**src/rtl/mem_arbiter.sv**
```systemverilog
// mem_arbiter: round-robin N-port arbiter in front of a single-port memory.
// One granted port is served at a time. Its command is latched at grant so
// the downstream bus stays stable until mem_resp, whatever the port does.
//
//   state | meaning
//   IDLE  | no transaction in flight; scanning for the next requester
//   BUSY  | latched command driven downstream; waiting for mem_resp
module mem_arbiter #(
    parameter int NUM_PORTS  = 2,
    parameter int DATA_WIDTH = 32,
    parameter int ADDR_WIDTH = 32,
    localparam int GRANT_W   = (NUM_PORTS > 1) ? $clog2(NUM_PORTS) : 1,
    localparam int BE_W      = DATA_WIDTH / 8
) (
    input  logic                                  clk,
    input  logic                                  rst,
    input  logic [NUM_PORTS-1:0]                  port_read,
    input  logic [NUM_PORTS-1:0]                  port_write,
    input  logic [NUM_PORTS-1:0][BE_W-1:0]        port_byte_enable,
    input  logic [NUM_PORTS-1:0][ADDR_WIDTH-1:0]  port_address,
    input  logic [NUM_PORTS-1:0][DATA_WIDTH-1:0]  port_wdata,
    output logic [NUM_PORTS-1:0]                  port_resp,
    output logic [DATA_WIDTH-1:0]                 port_rdata,
    output logic                                  mem_read,
    output logic                                  mem_write,
    output logic [BE_W-1:0]                       mem_byte_enable,
    output logic [ADDR_WIDTH-1:0]                 mem_address,
    output logic [DATA_WIDTH-1:0]                 mem_wdata,
    input  logic                                  mem_resp,
    input  logic [DATA_WIDTH-1:0]                 mem_rdata,
    output logic [GRANT_W-1:0]                    grant,
    output logic                                  busy
);

    typedef enum logic {
        IDLE = 1'b0,
        BUSY = 1'b1
    } state_t;

    // port 0 wins the first arbitration after reset
    localparam logic [GRANT_W-1:0] LAST_RST = GRANT_W'(NUM_PORTS - 1);

    state_t                  state_q, state_d;
    logic [GRANT_W-1:0]      last_q, last_d;
    logic [GRANT_W-1:0]      grant_q, grant_d;
    logic                    rd_q, rd_d;
    logic                    wr_q, wr_d;
    logic [ADDR_WIDTH-1:0]   addr_q, addr_d;
    logic [DATA_WIDTH-1:0]   wdata_q, wdata_d;
    logic [BE_W-1:0]         be_q, be_d;

    logic                    found;
    logic [GRANT_W-1:0]      sel;
    logic [GRANT_W-1:0]      idx;

    // state and latched command registers
    always_ff @(posedge clk or posedge rst) begin
        if (rst) begin
            state_q <= IDLE;
            last_q  <= LAST_RST;
            grant_q <= '0;
            rd_q    <= 1'b0;
            wr_q    <= 1'b0;
            addr_q  <= '0;
            wdata_q <= '0;
            be_q    <= '0;
        end else begin
            state_q <= state_d;
            last_q  <= last_d;
            grant_q <= grant_d;
            rd_q    <= rd_d;
            wr_q    <= wr_d;
            addr_q  <= addr_d;
            wdata_q <= wdata_d;
            be_q    <= be_d;
        end
    end

    // round-robin pick starting after the last served port, and next state
    always_comb begin
        state_d = state_q;
        last_d  = last_q;
        grant_d = grant_q;
        rd_d    = rd_q;
        wr_d    = wr_q;
        addr_d  = addr_q;
        wdata_d = wdata_q;
        be_d    = be_q;
        found   = 1'b0;
        sel     = '0;
        idx     = '0;

        for (int k = 0; k < NUM_PORTS; k++) begin
            idx = GRANT_W'((int'(last_q) + 1 + k) % NUM_PORTS);
            if (!found && (port_read[idx] || port_write[idx])) begin
                found = 1'b1;
                sel   = idx;
            end
        end

        case (state_q)
            IDLE: begin
                if (found) begin
                    state_d = BUSY;
                    grant_d = sel;
                    // read beats write if a port illegally asserts both
                    rd_d    = port_read[sel];
                    wr_d    = !port_read[sel] && port_write[sel];
                    addr_d  = port_address[sel];
                    wdata_d = port_wdata[sel];
                    be_d    = port_read[sel] ? {BE_W{1'b1}} : port_byte_enable[sel];
                end
            end
            BUSY: begin
                if (mem_resp) begin
                    state_d = IDLE;
                    last_d  = grant_q;
                    rd_d    = 1'b0;
                    wr_d    = 1'b0;
                    addr_d  = '0;
                    wdata_d = '0;
                    be_d    = '0;
                end
            end
            default: state_d = IDLE;
        endcase
    end

    // completion is routed only to the granted port, and only while busy
    always_comb begin
        port_resp = '0;
        if (state_q == BUSY && mem_resp) begin
            port_resp[grant_q] = 1'b1;
        end
    end

    assign port_rdata      = mem_rdata;
    assign mem_read        = rd_q;
    assign mem_write       = wr_q;
    assign mem_address     = addr_q;
    assign mem_wdata       = wdata_q;
    assign mem_byte_enable = be_q;
    assign grant           = grant_q;
    assign busy            = (state_q == BUSY);

endmodule

```
**config.mk**
```make
export PLATFORM = sky130hd
export DESIGN_NAME = mem_arbiter
export DESIGN_NICKNAME = d
export VERILOG_FILES = /design/src/rtl/mem_arbiter.sv
export SDC_FILE = /design/constraint.sdc
export NUM_CORES = 1
export LEC_CHECK = 0
export ABC_AREA = 1
export BUFFER_PORTS_ARGS = -buffer_cell sky130_fd_sc_hd__buf_2
export CAP_MARGIN = 15
export CORE_AREA = 2 2 108 110
export DETAILED_ROUTE_END_ITERATION = 12
export DIE_AREA = 0 0 110 112
export PLACE_DENSITY = 0.73
export REMOVE_ABC_BUFFERS = 1
export SLEW_MARGIN = 25
export SYNTH_ARGS = -nofsm -noshare
export SYNTH_HDL_FRONTEND = slang
export SYNTH_SLANG_ARGS = --single-unit
```
**constraint.sdc**
```tcl
create_clock -name clk -period 2 [get_ports clk]
set_input_delay 0 -clock clk [delete_from_list [all_inputs] [get_ports clk]]
set_output_delay 0 -clock clk [all_outputs]
set_load 0.05 [all_outputs]
```
======== Word-level counts from Yosys, hierarchy flattened ========
Index checks and enable logic that the tools add are counted.
W data, S select, Z words.
storage, ports and cells
  register bits ........................... 73
  bits of input ports ..................... 175
  output and inout bits ................... 106
  word-level logic and storage cells ...... 71
cells by class
  add/subtract/negate cells ............... 2
  magnitude comparators ................... 5
  equality and inequality tests ........... 2
  multiplexer cells ....................... 42
  bitwise gates (word level) .............. 1
  reduce and logical (&&, ||, !) cells .... 11
operators by type and width
  cell                   number
  $mux W32               7
  $pmux W32 S2           2
  $mux W1                22
  $mux W4                5
  $lt A1 B2 Y1 const B   4
  $pmux W4 S2            1
  $pmux W1 S2            3
  $reduce_and A2 Y1      3
  $logic_and A1 B1 Y1    4
  $ne A2 B2 Y1 const B   2
  $add A1 B1 Y1 const B  2
  $logic_not A1 Y1       2
  $logic_or A1 B1 Y1     2
  $mux W2                1
  $demux W1 S1           1
  $ge A1 B1 Y1 const B   1
  $not A1 Y1             1

======== Depth between registers and ports, before layout ========
Gate-level depths: netlist (run 1).
  depth after elaboration ................. 14
  mapped depth ............................ 8
  gate-level depth less buffers ........... 7

======== Worst setup path after synthesis (run 1) ========
No wires, ideal clock.
  path kind ............................... register to output
  start ................................... register state_q, in the netlist busy
  end ..................................... output port port_resp[0]
  arrival ................................. 1.786 ns
  required time ........................... 2.000 ns
  setup slack ............................. 0.214 ns
  stages on the path, launching flop included .. 5
  buffers on the path ..................... 2
  path through ............................ dfrtp_1 -> nand2_1 -> buf_2 -> buf_1 -> nor2_1
on the way
  cells in the longest elaborated chain, start to end .. 2
RTL lines
  element                 line  source
  from (decl)             43    state_t state_q, state_d;
  from (signal assigned)  68    state_q <= state_d;
  $logic_and A1 B1 Y1     132   if (state_q == BUSY && mem_resp) begin
  $mux W2                 132
  to (decl)               22    output logic [NUM_PORTS-1:0] port_resp,
No other way between the ends.

======== Worst setup path after layout (run 1) ========
  start ................................... register last_q
  end ..................................... register addr_q[5], in the netlist mem_address[5]
on the way
  cells in the longest elaborated chain, start to end .. 12
  elaborated cells on any way between the ends .. 24
  classes of those cells .................. add/sub (2); eq/ne (1); mux (16); reduce/logical (5)
RTL lines
  element                                      line  source
  from (decl)                                  44    logic [GRANT_W-1:0] last_q, last_d;
  from (signal assigned)                       69    last_q <= last_d;
  $add A1 B1 Y1 *                              94    idx = GRANT_W'((int'(last_q) + 1 + k) % NUM_PORTS);
  $mux W1 (implied by the code) (2 in a row)   95    if (!found && (port_read[idx] || port_write[idx])) begin
  $logic_or A1 B1 Y1                           95
  $mux W1                                      95
  $logic_not A1 Y1                             95
  $logic_and A1 B1 Y1                          95
  $mux W1                                      95
  $mux W32 (implied by the code) (2 in a row)  109   addr_d = port_address[sel];
  $mux W32                                     103   if (found) begin
  $pmux W32 S2                                 101   case (state_q)
  to (signal assigned)                         73    addr_q <= addr_d;
  to (decl)                                    48    logic [ADDR_WIDTH-1:0] addr_q, addr_d;
Every way passes the cells marked *; elsewhere a longest branch is shown, timed or not. The select of a mux whose other input is x is not followed.
A chain may end at the register's enable or synchronous reset.

==> run_results.csv, run 1 <==
group,metric,value,unit
floorplan,top_level_ports,281,
global_route,top_usage_layer,"met2",
place,gp_congestion,0.786,
timing,relSlewSlack,76.7,%
routing,vias_per_cell,4.76,
run_status,status,"finished, final reports clean",
place,hpwl,8940,um
setup_path,startpoint_type,"register",
clock_network,clk_path_buf_depth,2,
clock_network,cts.sinks,73,
setup_path,crit_required,2200,ps
clock_network,clk_pin_slew_worst_paths,50,ps
synth,syn_avg_cell_area,7.08,um2
power_and_ir_drop,p_leak,3.72,nW
routing,first_iter_violations,340,
synth,synth_fa_ha_area_share,0,%
setup_path,crit_path_end_kind,"register",
synth,synth_compound_area_share,8.52,%
setup_path,r2r-end,"mem_address[5]",
power_and_ir_drop,powerDensity,1640,nW/um2
floorplan,num_rows,39,
setup_path,critPathKind,"reg2reg",
setup_path,rr_worst_depth,7,
min_path,hold_end,"port_rdata[21]",
synth,ys_types,17,
power_and_ir_drop,ir_worst_vdd,0.000906,V
global_route,grt.met2_usage,37.9,%
timing,finalClockSkew,7.33,ps
floorplan,dieHeight,112,um
layout,drive_gt1_share,28.5,%
timing,post-route-period-util,94.5,%
synth,synth_seq_cells,73,
layout,area_growth,63.0,%
setup_path,slowest_delay,570,ps
global_route,grt_max_degree,73,
clock_network,tritoncts,"done",
synth,synth_xor_xnor_area_share,0,%
global_route,antenna_found_initial,0,
timing,finalHoldViolCount,0,
timing,slew_violations,0,
routing,ant_nets,0,
routing,first_pass_iters,6,
routing,routed_wl,15100,um
setup_path,cp_slowest_cell,"dlygate4sd3_1",
global_route,grt_util_met1,29.5,%
place,dp.cells,884,
global_route,globalRouteTotalUtil,24.3,%
global_route,grt.overflow.total,0,
global_route,grt_pass1_vias,4899,
setup_path,crit_path_cell_trace,"o21ai_4 -> nand2_8 -> buf_6 -> nand2_1 -> nand2_1 -> o21ai_1 -> dlygate4sd3_1",
floorplan,die_width,110,um
timing,min_period,1890,ps
synth,synth_top_family_by_area,"simple AND/OR/NAND/NOR gates",
timing,setup_viol,0,
routing,num_vias,4887,
synth,synth_area,4130,um2
global_route,grt_pass1_wl,23200,um
synth,synthSimpleGateAreaFrac,29.6,%
setup_path,timing.rr.start,"last_q",
layout,final_nets,1053,
global_route,globalRouteMet3Util,10.2,%
clock_network,cts_root_buf,"clkbuf_16",
synth,ys_warn_count,0,
floorplan,initial_core_util,36.9,%
job,maxCapViolations,0,
synth,synth_mux_area_share,0,%
timing,fmaxAchievable,529,MHz
timing,rsz0062_at_grt,"false",
place,io_buffers,216,
floorplan,die-area,12300,um2
setup_path,crit_fanout,19,
clock_network,clock_latency,330,ps
synth,ys_seq_area_share,44.3,%
timing,tightestPinTransition,349,ps
min_path,whs_path_depth,0,
setup_path,rrSetupSlack,110,ps
layout,layout.cells.non_filler,1026,
min_path,hold_path.class,"in2out",
min_path,min-delay-start,"mem_rdata[21]",
setup_path,cp_common_cell,"nand2_1",
clock_network,cts_made_buffers,9,
layout,diodes,0,
timing,hold_slack,0.0654,ps
routing,drc,0,
synth,syn_inst,583,
routing,wire_per_inst,14.8,um
clock_network,h-tree-depth,3,
setup_path,crit_arrival,2090,ps
floorplan,core,11200,um2
==> state kept, by name, indices dropped and copies added, names as in the netlist <==
name / count
grant: 1
mem_write: 1
mem_byte_enable: 4
last_q: 1
mem_address: 32
mem_read: 1
busy: 1
mem_wdata: 32
==> metrics by stage <==
| stage | cell area (um2) | worst slack (ps) | setup TNS (ps) | power (mW) | util [%] |
|---|---|---|---|---|---|
| finish | 6730 | 109 | 0 | 11.0 | 60.2 |
| global route | 6730 | 39.3 | 0 | 11.7 | 60.2 |
| CTS | 6630 | 9.31 | 0 | 10.8 | 59.3 |
| detailed placement | 5110 | 548 | 0 | 8.34 | 45.8 |
| global placement | 5110 | 573 | 0 | 8.28 | 45.8 |
| floorplan | 3700 | -735 | -27720 | 6.72 | - |
==> critical path, delay by kind of cell (launching register included) <==
kind,cells,cell delay (ps)
flip-flops,1,550
AO/OA/AOI/OAI,2,160
buffers and inverters,2,770
AND/OR/NAND/NOR,3,290
==> layout make-up <==
cell class	instances	area, um2
Sequential cell	73	1830
Timing Repair Buffer	352	2540
Fill cell	949	4450
Clock buffer	13	250
Clock inverter	3	40.0
Tap cell	143	179
Multi-Input combinational cell	363	1590
Inverter	79	298
==> cell families (layout without fill, tap and decap cells) <==
family | after synthesis | in the layout
AOI/OAI and AO/OA | 68 | 68
buffers and inverters | 147 | 447
and+or+nand+nor | 295 | 295
DFF | 73 | 73
==> layer usage <==
metal  share of wire [%]  up-vias
li1                    -     2359
met1                  41     2228
met2                  46      265
met3                 9.8       33
met4                 2.2        2
met5                0.43        -
==> where the power goes <==
group	switching, mW	internal [mW]
registers	0.382	2.19
clock network	0.587	0.997
logic	4.63	2.25
==> layout by cell type, fill, tap and decap left out, drive strengths merged <==
cell	count
buf	228
bufinv	1
clkbuf	15
clkinv	3
dfrtp	72
dfstp	1
dlygate4sd3	122
inv	78
nand2	143
nand3	84
nor2	68
o21ai	68
==> worst max-delay path by stage <==
stage               startpoint         endpoint  cells past startpoint
floorplan                 busy     port_resp[0]                      2
global placement        last_q    mem_wdata[27]                      6
detailed placement      last_q    mem_wdata[26]                      6
CTS                     last_q     mem_wdata[4]                      7
global route            last_q  mem_address[30]                      7
finish                  last_q   mem_address[5]                      7
==> timing repair <==
item / CTS / global route
resized for setup: 0 / 6
hold buffers: 122 / 0
buffers inserted: 0 / 2
endpoints found under the hold margin: 118 / 0
endpoints found under the setup margin: 0 / 42
==> cells in the mapped netlist (all sizes together) <==
cell | n | area share [%]
nor2 | 68 | 6.2
clkbuf | 8 | 0.73
buf | 60 | 9.7
dfstp | 1 | 0.64
o21ai | 68 | 8.5
nand2 | 143 | 13
inv | 79 | 7.2
nand3 | 84 | 10
dfrtp | 72 | 44
(Power assumes the default switching activity.)
==> run 2, diff against run 1 <==
--- a/config.mk
+++ b/config.mk
@@ -5,13 +5,12 @@
 export SDC_FILE = /design/constraint.sdc
 export NUM_CORES = 1
 export LEC_CHECK = 0
-export ABC_AREA = 1
 export BUFFER_PORTS_ARGS = -buffer_cell sky130_fd_sc_hd__buf_2
 export CAP_MARGIN = 15
-export CORE_AREA = 2 2 108 110
+export CORE_AREA = 2 2 109 111
 export DETAILED_ROUTE_END_ITERATION = 12
-export DIE_AREA = 0 0 110 112
-export PLACE_DENSITY = 0.73
+export DIE_AREA = 0 0 111 113
+export PLACE_DENSITY = 0.68
 export REMOVE_ABC_BUFFERS = 1
 export SLEW_MARGIN = 25
 export SYNTH_ARGS = -nofsm -noshare
==> run_results.csv, run 2 <==
group,metric,value,unit
power_and_ir_drop,p_leak,3.18,nW
synth,synth_edf_count,0,
routing,vias_per_cell,4.74,
layout,diodes,0,
timing,min_period,1700,ps
setup_path,critPathKind,"reg2reg",
clock_network,cts_root_buf,"clkbuf_16",
synth,synthTopCellsByCount,"dfrtp_1 (72), nand2_1 (71), mux2i_1 (68)",
place,dpl-instance-area,4700,um2
place,io_buffers,216,
floorplan,num_rows,39,
setup_path,rrSetupSlack,300,ps
routing,ant_nets,0,
synth,synth.most_common_cell,"dfrtp_1",
clock_network,clk_pin_slew_worst_paths,60,ps
min_path,hold_path.class,"in2out",
layout,layout.cells.most_common,"buf_2",
timing,relSlewSlack,56.5,%
global_route,globalRouteMet3Util,9.21,%
global_route,grt_pass1_wl,21600,um
power_and_ir_drop,total_power,5.23,mW
synth,synth_area_leader_cell,"dfrtp_1",
routing,first_iter_violations,162,
routing,drc,0,
global_route,top_usage_layer,"met2",
clock_network,clk_path_buf_depth,2,
routing,routed_wl,13800,um
place,gp_congestion,0.806,
clock_network,h-tree-depth,3,
run_status,status,"finished, final reports clean",
synth,synthArstFlopShare,100,%
synth,synth_seq_cells,73,
power_and_ir_drop,powerDensity,844,nW/um2
layout,fin_util,55.0,%
layout,final_area,6200,um2
setup_path,crit_required,2180,ps
timing,rsz0062_at_grt,"false",
routing,num_vias,3827,
job,maxCapViolations,0,
timing,finalHoldViolCount,0,
global_route,antenna_found_initial,0,
synth,synth_area,3730,um2
synth,synthFlopType,"dfrtp_1",
synth,synth_top_area_share,48.3,%
synth,yosys-top-cells-area,"dfrtp_1 (48%), mux2i_1 (18%), nand2_1 (7.1%), buf_4 (6.8%), o21ai_1 (4.3%)",
clock_network,clock_latency,320,ps
global_route,grt_util_met1,24.9,%
setup_path,crit_arrival,1880,ps
clock_network,cts_made_buffers,9,
layout,final_nets,835,
place,hpwl,8700,um
floorplan,die-area,12500,um2
routing,first_pass_iters,4,
clock_network,tritoncts,"done",
layout,layout.cells.non_filler,808,
global_route,grt.met2_usage,36.0,%
place,dp.cells,668,
timing,fmaxAchievable,587,MHz
timing,setup_ws,297,ps
timing,slew_violations,0,
floorplan,core,11300,um2
clock_network,cts.sinks,73,
floorplan,top_level_ports,281,
global_route,globalRouteTotalUtil,22.0,%
floorplan,initial_core_util,33.1,%
setup_path,crit_path_end_kind,"register",
synth,syn_avg_cell_area,10.4,um2
timing,tightestPinTransition,651,ps
global_route,grt_pass1_vias,4229,
layout,area_growth,66.2,%
setup_path,crit_fanout,36,
timing,setup_viol,0,
timing,fin_tns_setup,0,ps
timing,hold_slack,0.0653,ps
timing,finalClockSkew,7.89,ps
timing,post-route-period-util,85.1,%
layout,drive_gt1_share,38.5,%
global_route,grt_max_degree,40,
setup_path,startpoint_type,"register",
synth,ys_seq_area_share,49.0,%
floorplan,dieHeight,113,um
synth,syn_inst,357,
synth,ys_types,27,
power_and_ir_drop,ir_worst_vdd,0.000497,V
routing,wire_per_inst,17.1,um
floorplan,die_width,111,um
layout,layout_common_cells,"buf_2 (216), dlygate4sd3_1 (124), dfrtp_1 (72)",
synth,ys_warn_count,0,
place,preCtsSetupSlack,348,ps
global_route,grt.overflow.total,0,
clock_network,post_cts_resize_count,0,
-- run 2: cell types whose count changed after synthesis, sizes merged, moves of 2 or more --
cell    change
buf        -11
nor2       -67
nand2      -68
a21oi       +2
o211ai      +4
nand3      -84
inv        -78
mux2i      +69
clkbuf      -2
-- run 2: logic make-up after synthesis --
logic type | after synthesis | synth area share (%)
AO/OA/AOI/OAI | 77 | 12.0
flip-flops | 73 | 49.0
AND/OR/NAND/NOR | 82 | 9.16
buffers and inverters | 56 | 11.0
multiplexers | 69 | 18.9
-- run 2: final timing paths --
kind | startpoint | endpoint | cells after the start
setup reg to reg | last_q | mem_address[16] | 5
max in group asynchronous | rst | mem_wdata[1] | 4
hold reg to reg | mem_wdata[12] | mem_wdata[12] | 2
hold / removal | mem_rdata[23] | port_rdata[23] | 0
min in group asynchronous | rst | mem_wdata[4] | 3
setup / recovery | last_q | mem_address[16] | 5
-- run 2: worst max-delay path: stages, from the launching register on --
cell and delay [ps]:
dfstp_2 580, o21ai_0 160, o21ai_4 130, buf_12 280
mux2i_1 260, o21ai_0 110
-- run 2: repair_timing --
action / in CTS / in global routing
hold endpoints to repair: 96 / 0
setup buffers: 0 / 0
hold buffers: 124 / 0
endpoints found under the setup margin: 0 / 0
-- run 2: per-layer routing --
metal	up-vias	part of all wire [%]
met5	-	0.50
li1	1805	-
met4	2	3.4
met3	40	9.5
met1	1766	40
met2	214	47
-- run 2: cell type report --
class / count / area [um2]
tap: 143 / 179
clock inverter: 4 / 20.0
fill: 990 / 5080
timing repair buffer: 347 / 2420
multi-input combinational: 228 / 1500
inverter: 1 / 5.00
sequential: 73 / 1830
clock buffer: 12 / 236
-- run 2: power breakdown --
part / internal (mW) / total (mW) / switching [mW] / leakage, nW
clock network: 0.832 / 1.41 / 0.581 / 0.130
logic: 0.704 / 2.01 / 1.31 / 2.12
registers: 1.68 / 1.81 / 0.123 / 0.939
total: 3.22 / 5.23 / 2.01 / 3.18
